===== config.mk =====
export PLATFORM = sky130hd
export DESIGN_NAME = ex_muldiv_unit_flat
export DESIGN_NICKNAME = d
export VERILOG_FILES = /design/src/rtl/ex_muldiv_unit_if.sv /design/src/rtl/ex_muldiv_unit.sv /design/src/flat_wrapper.sv
export SDC_FILE = /design/constraint.sdc
export NUM_CORES = 1
export LEC_CHECK = 0
export CAP_MARGIN = 25
export CORE_ASPECT_RATIO = 1.5
export CORE_MARGIN = 3
export CORE_UTILIZATION = 40
export CTS_CLUSTER_SIZE = 12
export DETAILED_ROUTE_END_ITERATION = 8
export GPL_ROUTABILITY_DRIVEN = 1
export PLACE_DENSITY_LB_ADDON = 0.12
export SLEW_MARGIN = 25
export SYNTH_ARGS = -nofsm -noshare
export SYNTH_HDL_FRONTEND = slang
export SYNTH_SLANG_ARGS = --single-unit

===== constraint.sdc =====
create_clock -name clk -period 4.7 [get_ports clk]
set_input_delay 1.41 -clock clk [delete_from_list [all_inputs] [get_ports clk]]
set_output_delay 1.41 -clock clk [all_outputs]
set_load 0.03 [all_outputs]

===== src/rtl/ex_muldiv_unit_if.sv =====
// Request/response bundle between the execute stage and the M-extension unit.
// The master side issues operations; the slave side is the iterative unit.
interface ex_muldiv_unit_if #(
  parameter int unsigned XLEN = 32,
  parameter int unsigned RD_W = 5
);
  logic            start;
  logic            flush;
  logic [2:0]      funct3;
  logic [RD_W-1:0] rd_in;
  logic [XLEN-1:0] op_a;
  logic [XLEN-1:0] op_b;
  logic            busy;
  logic            done;
  logic [XLEN-1:0] result;
  logic [RD_W-1:0] rd_out;

  modport master (
    output start, flush, funct3, rd_in, op_a, op_b,
    input  busy, done, result, rd_out
  );

  modport slave (
    input  start, flush, funct3, rd_in, op_a, op_b,
    output busy, done, result, rd_out
  );
endinterface


===== src/rtl/ex_muldiv_unit.sv =====
// Iterative RV32M execution unit: shift-add multiplier and restoring divider sharing one
// accumulator pair, one bit per cycle, with a one-cycle done pulse carrying result and rd.
module ex_muldiv_unit #(
  parameter int unsigned XLEN = 32,
  parameter int unsigned RD_W = 5
) (
  input logic              clk,
  input logic              rst,
  ex_muldiv_unit_if.slave  bus
);
  localparam int unsigned CNT_W = $clog2(XLEN) + 1;

  localparam logic [2:0] F3Mul    = 3'b000;
  localparam logic [2:0] F3Mulh   = 3'b001;
  localparam logic [2:0] F3Mulhsu = 3'b010;
  localparam logic [2:0] F3Mulhu  = 3'b011;
  localparam logic [2:0] F3Div    = 3'b100;
  localparam logic [2:0] F3Divu   = 3'b101;
  localparam logic [2:0] F3Rem    = 3'b110;
  localparam logic [2:0] F3Remu   = 3'b111;

  typedef enum logic [1:0] {StIdle, StCalc, StDone} state_e;

  state_e            state_q, state_d;
  logic [CNT_W-1:0]  cnt_q;
  logic [2:0]        funct3_q;
  logic [RD_W-1:0]   rd_q;
  logic [XLEN-1:0]   result_q;
  logic              sign_q;
  logic [XLEN-1:0]   opnd_q;
  logic [XLEN-1:0]   hi_q;
  logic [XLEN-1:0]   lo_q;

  // Request decode: operand magnitudes, result sign and the early-out cases.
  logic            a_signed, b_signed, a_neg, b_neg;
  logic [XLEN-1:0] abs_a, abs_b;
  logic            is_div, div_zero, div_ovf, special;
  logic [XLEN-1:0] special_val;
  logic            req_sign;
  logic            accept;

  always_comb begin
    a_signed = (bus.funct3 == F3Mulh) || (bus.funct3 == F3Mulhsu) ||
               (bus.funct3 == F3Div)  || (bus.funct3 == F3Rem);
    b_signed = (bus.funct3 == F3Mulh) || (bus.funct3 == F3Div) || (bus.funct3 == F3Rem);
    a_neg    = a_signed && bus.op_a[XLEN-1];
    b_neg    = b_signed && bus.op_b[XLEN-1];
    abs_a    = a_neg ? -bus.op_a : bus.op_a;
    abs_b    = b_neg ? -bus.op_b : bus.op_b;
    // Remainder follows the dividend; everything else follows the operand sign product.
    req_sign = (bus.funct3 == F3Rem) ? a_neg : (a_neg ^ b_neg);

    is_div   = bus.funct3[2];
    div_zero = is_div && (bus.op_b == '0);
    div_ovf  = ((bus.funct3 == F3Div) || (bus.funct3 == F3Rem)) &&
               (bus.op_a == {1'b1, {(XLEN-1){1'b0}}}) && (bus.op_b == '1);
    special  = div_zero || div_ovf;
    if (div_zero) begin
      special_val = bus.funct3[1] ? bus.op_a : '1;
    end else begin
      special_val = bus.funct3[1] ? '0 : bus.op_a;
    end

    accept = bus.start && !bus.flush && ((state_q == StIdle) || (state_q == StDone));
  end

  // One iteration of either datapath plus the final sign correction.
  logic [XLEN:0]     mul_sum;
  logic [XLEN:0]     div_shift;
  logic              div_ge;
  logic [XLEN-1:0]   div_sub;
  logic [XLEN-1:0]   hi_n, lo_n;
  logic [2*XLEN-1:0] prod, prod_s;
  logic [XLEN-1:0]   quo_s, rem_s, final_res;
  logic              last;

  always_comb begin
    mul_sum   = {1'b0, hi_q} + (lo_q[0] ? {1'b0, opnd_q} : '0);
    div_shift = {hi_q, lo_q[XLEN-1]};
    div_ge    = div_shift >= {1'b0, opnd_q};
    div_sub   = div_shift[XLEN-1:0] - opnd_q;

    if (funct3_q[2]) begin
      hi_n = div_ge ? div_sub : div_shift[XLEN-1:0];
      lo_n = {lo_q[XLEN-2:0], div_ge};
    end else begin
      hi_n = mul_sum[XLEN:1];
      lo_n = {mul_sum[0], lo_q[XLEN-1:1]};
    end

    prod   = {hi_n, lo_n};
    prod_s = sign_q ? -prod : prod;
    quo_s  = sign_q ? -lo_n : lo_n;
    rem_s  = sign_q ? -hi_n : hi_n;

    unique case (funct3_q)
      F3Mul:                     final_res = prod_s[XLEN-1:0];
      F3Mulh, F3Mulhsu, F3Mulhu: final_res = prod_s[2*XLEN-1:XLEN];
      F3Div, F3Divu:             final_res = quo_s;
      F3Rem, F3Remu:             final_res = rem_s;
      default:                   final_res = '0;
    endcase

    last = (cnt_q == CNT_W'(XLEN - 1));
  end

  always_comb begin
    state_d = state_q;
    unique case (state_q)
      StIdle, StDone: state_d = accept ? (special ? StDone : StCalc) : StIdle;
      StCalc: begin
        if (bus.flush) begin
          state_d = StIdle;
        end else if (last) begin
          state_d = StDone;
        end
      end
      default: state_d = StIdle;
    endcase
  end

  always_ff @(posedge clk) begin
    if (rst) begin
      state_q  <= StIdle;
      cnt_q    <= '0;
      funct3_q <= '0;
      rd_q     <= '0;
      result_q <= '0;
      sign_q   <= 1'b0;
      opnd_q   <= '0;
      hi_q     <= '0;
      lo_q     <= '0;
    end else begin
      state_q <= state_d;
      if (accept) begin
        funct3_q <= bus.funct3;
        rd_q     <= bus.rd_in;
        cnt_q    <= '0;
        sign_q   <= req_sign;
        hi_q     <= '0;
        // Multiplier: opnd is the multiplicand, lo the multiplier.
        // Divider: opnd is the divisor, lo the dividend shifting into the quotient.
        opnd_q   <= is_div ? abs_b : abs_a;
        lo_q     <= is_div ? abs_a : abs_b;
        if (special) begin
          result_q <= special_val;
        end
      end else if ((state_q == StCalc) && !bus.flush) begin
        hi_q  <= hi_n;
        lo_q  <= lo_n;
        cnt_q <= cnt_q + CNT_W'(1);
        if (last) begin
          result_q <= final_res;
        end
      end
    end
  end

  assign bus.busy   = (state_q == StCalc);
  assign bus.done   = (state_q == StDone);
  assign bus.result = result_q;
  assign bus.rd_out = rd_q;
endmodule


===== src/flat_wrapper.sv =====
// flat-port wrapper written by rule: the top's interface ports become plain ports
module ex_muldiv_unit_flat 
#(
  parameter int unsigned XLEN = 32,
  parameter int unsigned RD_W = 5
)
  (clk, rst, bus_start, bus_flush, bus_funct3, bus_rd_in, bus_op_a, bus_op_b, bus_busy, bus_done, bus_result, bus_rd_out);
  ex_muldiv_unit_if #(.XLEN(XLEN), .RD_W(RD_W)) bus_i ();
  input logic clk;
  input logic rst;
  input wire logic [$bits(bus_i.start)-1:0] bus_start;
  input wire logic [$bits(bus_i.flush)-1:0] bus_flush;
  input wire logic [$bits(bus_i.funct3)-1:0] bus_funct3;
  input wire logic [$bits(bus_i.rd_in)-1:0] bus_rd_in;
  input wire logic [$bits(bus_i.op_a)-1:0] bus_op_a;
  input wire logic [$bits(bus_i.op_b)-1:0] bus_op_b;
  output wire logic [$bits(bus_i.busy)-1:0] bus_busy;
  output wire logic [$bits(bus_i.done)-1:0] bus_done;
  output wire logic [$bits(bus_i.result)-1:0] bus_result;
  output wire logic [$bits(bus_i.rd_out)-1:0] bus_rd_out;
  assign bus_i.start = bus_start;
  assign bus_i.flush = bus_flush;
  assign bus_i.funct3 = bus_funct3;
  assign bus_i.rd_in = bus_rd_in;
  assign bus_i.op_a = bus_op_a;
  assign bus_i.op_b = bus_op_b;
  assign bus_busy = bus_i.busy;
  assign bus_done = bus_i.done;
  assign bus_result = bus_i.result;
  assign bus_rd_out = bus_i.rd_out;
  ex_muldiv_unit #(.XLEN(XLEN), .RD_W(RD_W)) u_core (.clk(clk), .rst(rst), .bus(bus_i));
endmodule

==> impl_metrics.py, run 1 <==
metrics = {
    "timing": {
        "finClkSkew_ns": 0.0164,
        "min_period_ns": 4.67,
        "max_slew_margin": 0.437,
        "clock.fmax_mhz": 214,
        "max_slew.worst_pin.slew_ns": 0.844,
        "hold_violations": 0,
        "fin_crit_sh": 0.994,
        "fin_hold_ws_ns": 0.452,
        "fin_tns_setup_ns": 0,
        "slew_violations": 0,
        "grt_setup_unrepaired": "yes",
        "setup_viol": 0,
    },
    "pwr": {
        "power_mw": 5.18,
        "ir_drop_uv": 226,
        "p_per_area_nw_per_um2": 239,
        "p_int_mw": 3.12,
        "power.share.sequential": 0.257,
        "leakage_nw": 8.72,
        "switching_share": 0.398,
        "p_comb_frac": 0.451,
        "pwr-share-clk": 0.292,
        "p_switching_mw": 2.06,
    },
    "grt": {
        "antenna_found_initial": 0,
        "track_usage": 0.359,
        "grt_pass1_vias": 19400,
        "grt_first_pass_wirelength_um": 116000,
        "grt_max_degree": 105,
        "grt_overflow_total": 0,
    },
    "logic_synthesis": {
        "synth_seq_cells": 145,
        "avgSynthCellArea_um2": 6.68,
        "synth_top_area_share": 0.184,
        "yosysUniqueCellTypes": 91,
        "netlist_area_um2": 15800,
        "yosys_warnings": 0,
        "ys_seq_area_frac": 0.184,
        "async_reset_ff_frac": 0,
        "synth.area.top_cells": "dfxtp_1 18%, nor2_1 8.0%, a21oi_1 7.5%",
        "ys.flop_type": "dfxtp_1",
        "synth_top_cell_by_area": "dfxtp_1",
        "syn_inst": 2367,
        "synth-edff-count": 0,
        "synth_fp_nets": 2515,
    },
    "layout": {
        "area_delta_synth_final_pct": 37.0,
        "antenna_cells": 0,
        "num-nets-final": 2944,
        "drive_gt1_frac": 0.226,
    },
    "clock_tree": {
        "holdBufCountCts": 0,
        "path_clk_slew_ns": 0.07,
        "cts_sinks": 145,
        "clk_latency_ns": 0.47,
        "clk_path_buf_depth": 2,
        "cts_tree": "done",
        "htreeDepth": 4,
        "clockRootBuffer": "clkbuf_16",
        "cts_made_buffers": 17,
    },
    "die": {
        "coreArea_um2": 38800,
        "dieArea_um2": 42000,
        "die_height_um": 250,
        "io_pins": 115,
        "die-width_um": 168,
        "rows": 88,
        "start_util": 0.408,
    },
    "setup_path": {
        "cpPeakStageDelay_ns": 0.46,
        "path_common_cell": "buf_4",
        "path_delay_family": "simple AND/OR/NAND/NOR gates",
        "worstPathCellList": "inv_1 > ha_1 > buf_4 > nand3_1 > or2_2 > or4_4 > and4_4 > buf_6 > a41oi_2 > o31a_1 > nand3_2 > or4_4 > or2_4 > buf_4 > o21ai_0 > a21oi_1 > o221ai_1 > buf_4 > o21ai_0",
        "critical_path_class": "reg -> reg",
        "critPathArrivalTime_ns": 4.99,
        "required_ns": 5.02,
        "crit_buf_inv": 5,
        "cp-end-kind": "register",
        "critPathSlowestCell": "or4_4",
        "worstSetupStartpointType": "register",
        "crit_fanout": 6,
    },
    "routing": {
        "drc": 0,
        "drt-pass1-iter-count": 7,
        "drt-initial-drc-count": 1608,
        "post_drt_wl_per_cell_um": 23.7,
        "num_vias": 20100,
        "vias_per_cell": 6.08,
        "routed_wl_um": 78300,
        "ant_nets": 0,
    },
    "job": {
        "drv_cap": 0,
    },
    "place": {
        "gp_congestion": 1.07,
        "hpwlAfterDp_um": 62500,
        "port_buffers": 114,
    },
    "worst_hold_path": {
        "hp-class": "reg -> reg",
    },
    "outcome": {
        "status": "completed",
    },
}
## per-stage QoR
stage          std cells  area, um2   util  worst slack (ns)
2_1_floorplan       2367      15800      -            0.0329
3_3_place_gp        3253      20300  0.525            -0.321
3_5_place_dp        3253      20300  0.525            -0.409
4_1_cts             3297      21200  0.547           0.00461
5_1_grt             3304      21700  0.559            -0.164
6_report            3304      21700  0.559            0.0281
## cell usage after synthesis, types with 35 or more instances
library cell and count:
dfxtp_1 145, clkbuf_1 137, mux2i_1 48, o21ai_0 151
ha_1 70, a21oi_1 236, nand3_1 52, nand2_1 297
nor3_1 63, nor2_1 337, xor2_1 65, nand4_1 35
inv_1 69, a211oi_1 76, o211ai_1 57, xnor2_1 85
## timing repair
item	CTS	global route
setup buffers	12	7
resized for setup	39	81
pin swaps	13	39
gates cloned	0	0
setup endpoints to repair	21	26
## sequential cells by signal, summed over array words and instances (netlist names)
signal and count:
u_core.bus.rd_out 5, u_core.bus.result 32, u_core.cnt_q 6, u_core.funct3_q 3, u_core.hi_q 32, u_core.lo_q 32
u_core.opnd_q 32, u_core.sign_q 1, u_core.state_q 2
## cells in the final DEF (no fill, tap or decap), types with 35 or more instances in the layout
cell,n
buf_4,447
nor2_1,335
nand2_1,293
a21oi_1,229
o21ai_0,140
dfxtp_1,132
clkdlybuf4s50_1,112
xnor2_1,84
a211oi_1,71
xor2_1,65
inv_1,63
nor3_1,59
o211ai_1,57
ha_1,56
nand3_1,49
mux2i_1,47
nand4_1,35
## power by group through the flow
stage	clock network [mW]	registers (mW)	logic, mW
finish	1.51	1.33	2.34
global route	1.58	1.34	2.48
CTS	1.52	1.33	2.20
detailed placement	0	1.35	2.12
global placement	0	1.35	2.11
floorplan	0	1.34	1.16
## cell type report
cell class / instances / area [um2]
clock buffer: 19 / 443
multi-input combinational: 1990 / 12600
tap: 495 / 619
timing repair buffer: 572 / 4670
clock inverter: 13 / 174
fill: 3837 / 17100
inverter: 70 / 263
sequential: 145 / 2920
## tightest hold or removal path, cell delays in order, from the launching register on
cell and delay, ns:
dfxtp_2 0.32, nand2_1 0.05, a21oi_1 0.05
## cells by family after synthesis
kind of cell    count (synthesis)  synth area share
simple gates                  951             0.273
compound gates                764             0.311
buf+inv                       232            0.0570
xor+xnor                      150            0.0831
flops                         145             0.184
fa+ha+maj                      72            0.0579
mux                            53            0.0339
## final timing paths
check | startpoint | endpoint | slack [ns] | cells after the start
max | u_core.opnd_q[23]$_SDFFE_PP0P_ | u_core.bus.result[13]$_SDFFE_PP0P_ | 0.03 | 19
min | u_core.opnd_q[1]$_SDFFE_PP0P_ | u_core.opnd_q[1]$_SDFFE_PP0P_ | 0.45 | 2
max reg2reg | u_core.opnd_q[23]$_SDFFE_PP0P_ | u_core.bus.result[13]$_SDFFE_PP0P_ | 0.03 | 19
min reg2reg | u_core.opnd_q[1]$_SDFFE_PP0P_ | u_core.opnd_q[1]$_SDFFE_PP0P_ | 0.45 | 2
## layer usage
metal	global-route usage	part of all wire	wire length, um	vias to the layer above
met2	0.644	0.50	38900	813
li1	-	-	-	9429
met5	0	0	0	-
met1	0.379	0.36	28100	9544
met4	0.264	0.093	7310	0
met3	0.0474	0.051	4000	302
No activity file was read; power rests on OpenSTA's default activity.
==> run 2, diff against run 1 <==
--- a/config.mk
+++ b/config.mk
@@ -13,6 +13,7 @@
 export DETAILED_ROUTE_END_ITERATION = 8
 export GPL_ROUTABILITY_DRIVEN = 1
 export PLACE_DENSITY_LB_ADDON = 0.12
+export SETUP_SLACK_MARGIN = 0.1
 export SLEW_MARGIN = 25
 export SYNTH_ARGS = -nofsm -noshare
 export SYNTH_HDL_FRONTEND = slang
==> impl_metrics.py, run 2 (synthesis results as in run 1) <==
metrics = {
    "setup_path": {
        "cp-end-kind": "register",
        "crit_fanout": 6,
        "rr_worst_depth": 19,
        "worstSetupStartpointType": "register",
        "critical_path_class": "reg -> reg",
        "critPathArrivalTime_ns": 5.02,
        "required_ns": 5.08,
    },
    "pwr": {
        "leakage_nw": 9.15,
        "ir_drop_uv": 203,
        "p_per_area_nw_per_um2": 235,
        "power_mw": 5.33,
    },
    "timing": {
        "min_period_ns": 4.65,
        "max_slew_margin": 0.345,
        "grt_setup_unrepaired": "yes",
        "fin_tns_setup_ns": 0,
        "hold_violations": 0,
        "fin_crit_sh": 0.989,
        "max_slew.worst_pin.slew_ns": 0.974,
        "setup_viol": 0,
        "setup_slack_ns": 0.0509,
        "finClkSkew_ns": 0.0130,
        "fin_hold_ws_ns": 0.454,
        "clock.fmax_mhz": 215,
        "slew_violations": 0,
    },
    "grt": {
        "grt_pass1_vias": 20200,
        "track_usage": 0.381,
        "grt_max_degree": 105,
        "antenna_found_initial": 3,
        "grt_first_pass_wirelength_um": 122000,
        "grt_overflow_total": 0,
    },
    "layout": {
        "fin_util": 0.585,
        "layoutNonFillerInstCount": 3382,
        "final_common_cell": "buf_4",
        "finalInstanceArea_um2": 22700,
        "multi_input_comb_area_um2": 13000,
        "area_delta_synth_final_pct": 43.4,
        "num-nets-final": 3021,
        "register_area_um2": 2920,
        "mostFrequentLayoutCells": "513 x buf_4, 334 x nor2_1, 289 x nand2_1",
        "drive_gt1_frac": 0.267,
        "fillers": 3832,
    },
    "outcome": {
        "status": "completed",
    },
    "job": {
        "drv_cap": 0,
    },
    "clock_tree": {
        "clockRootBuffer": "clkbuf_16",
        "clk_path_buf_depth": 2,
        "cts_made_buffers": 17,
        "htreeDepth": 4,
        "cts_sinks": 145,
        "clk_latency_ns": 0.46,
        "path_clk_slew_ns": 0.07,
        "cts_tree": "done",
    },
    "routing": {
        "num_vias": 20500,
        "drc": 0,
        "drt-initial-drc-count": 1744,
        "drt-pass1-iter-count": 6,
        "vias_per_cell": 6.06,
        "post_drt_wl_per_cell_um": 24.5,
        "routed_wl_um": 83000,
        "ant_nets": 0,
    },
    "place": {
        "dpl_cell_area_um2": 20800,
        "dp_worst_setup_slack_ns": -0.409,
        "place_inst": 3315,
        "port_buffers": 114,
        "gp_congestion": 1.05,
        "hpwlAfterDp_um": 65900,
    },
    "die": {
        "die_height_um": 250,
        "die-width_um": 168,
        "coreArea_um2": 38800,
        "io_pins": 115,
        "start_util": 0.408,
        "rows": 88,
        "dieArea_um2": 42000,
    },
    "worst_hold_path": {
        "hold_path_depth": 2,
        "hp-class": "reg -> reg",
    },
}
## run 2: power breakdown
part	internal, mW	leakage (nW)	switching, mW
Sequential	1.28	1.18	0.0576
Combinational	1.09	7.69	1.45
Clock	0.801	0.278	0.644
Total	3.17	9.15	2.16
## run 2: area by class of cell
class,count,share of cell area
multi-input cells,1990,0.572
flip-flops and latches,145,0.129
inverters,70,0.0117
well taps,495,0.0273
clock inverters,11,0.00568
clock buffers,21,0.0199
diodes,1,0.000110
repair buffers,649,0.234
## run 2: worst max-delay path, stage by stage (launching register included)
cell and delay, ns:
dfxtp_2 0.34, inv_2 0.05, ha_4 0.27, nand4_1 0.15
or4_4 0.60, or4_4 0.43, and4_4 0.26, buf_8 0.15
buf_4 0.13, a41o_1 0.23, a21oi_2 0.15, nand3_2 0.09
or4_4 0.47, or2_4 0.28, buf_6 0.13, o41ai_2 0.26
buf_4 0.15, xor2_1 0.14, a21oi_1 0.08, nor3_1 0.19
## run 2: worst paths after layout
kind                                       start                                 end  slack, ns
setup / recovery   u_core.opnd_q[8]$_SDFFE_PP0P_  u_core.bus.result[29]$_SDFFE_PP0P_       0.05
setup reg to reg   u_core.opnd_q[8]$_SDFFE_PP0P_  u_core.bus.result[29]$_SDFFE_PP0P_       0.05
hold / removal    u_core.opnd_q[30]$_SDFFE_PP0P_      u_core.opnd_q[30]$_SDFFE_PP0P_       0.45
hold reg to reg   u_core.opnd_q[30]$_SDFFE_PP0P_      u_core.opnd_q[30]$_SDFFE_PP0P_       0.45
## run 2: repair_timing
| action | in CTS | in global routing |
|---|---|---|
| hold buffers | 0 | 0 |
| gates resized for setup | 85 | 128 |
| pin swaps | 30 | 76 |
| setup endpoints to repair | 25 | 28 |
| setup buffers | 11 | 24 |
## run 2: layer usage
metal	track usage	vias up	share of wire	routed length [um]
met5	0	-	0.00033	27
met4	0.319	4	0.10	8560
met3	0.0485	352	0.048	4000
met2	0.676	874	0.49	40700
met1	0.394	9683	0.36	29700
li1	-	9577	-	-
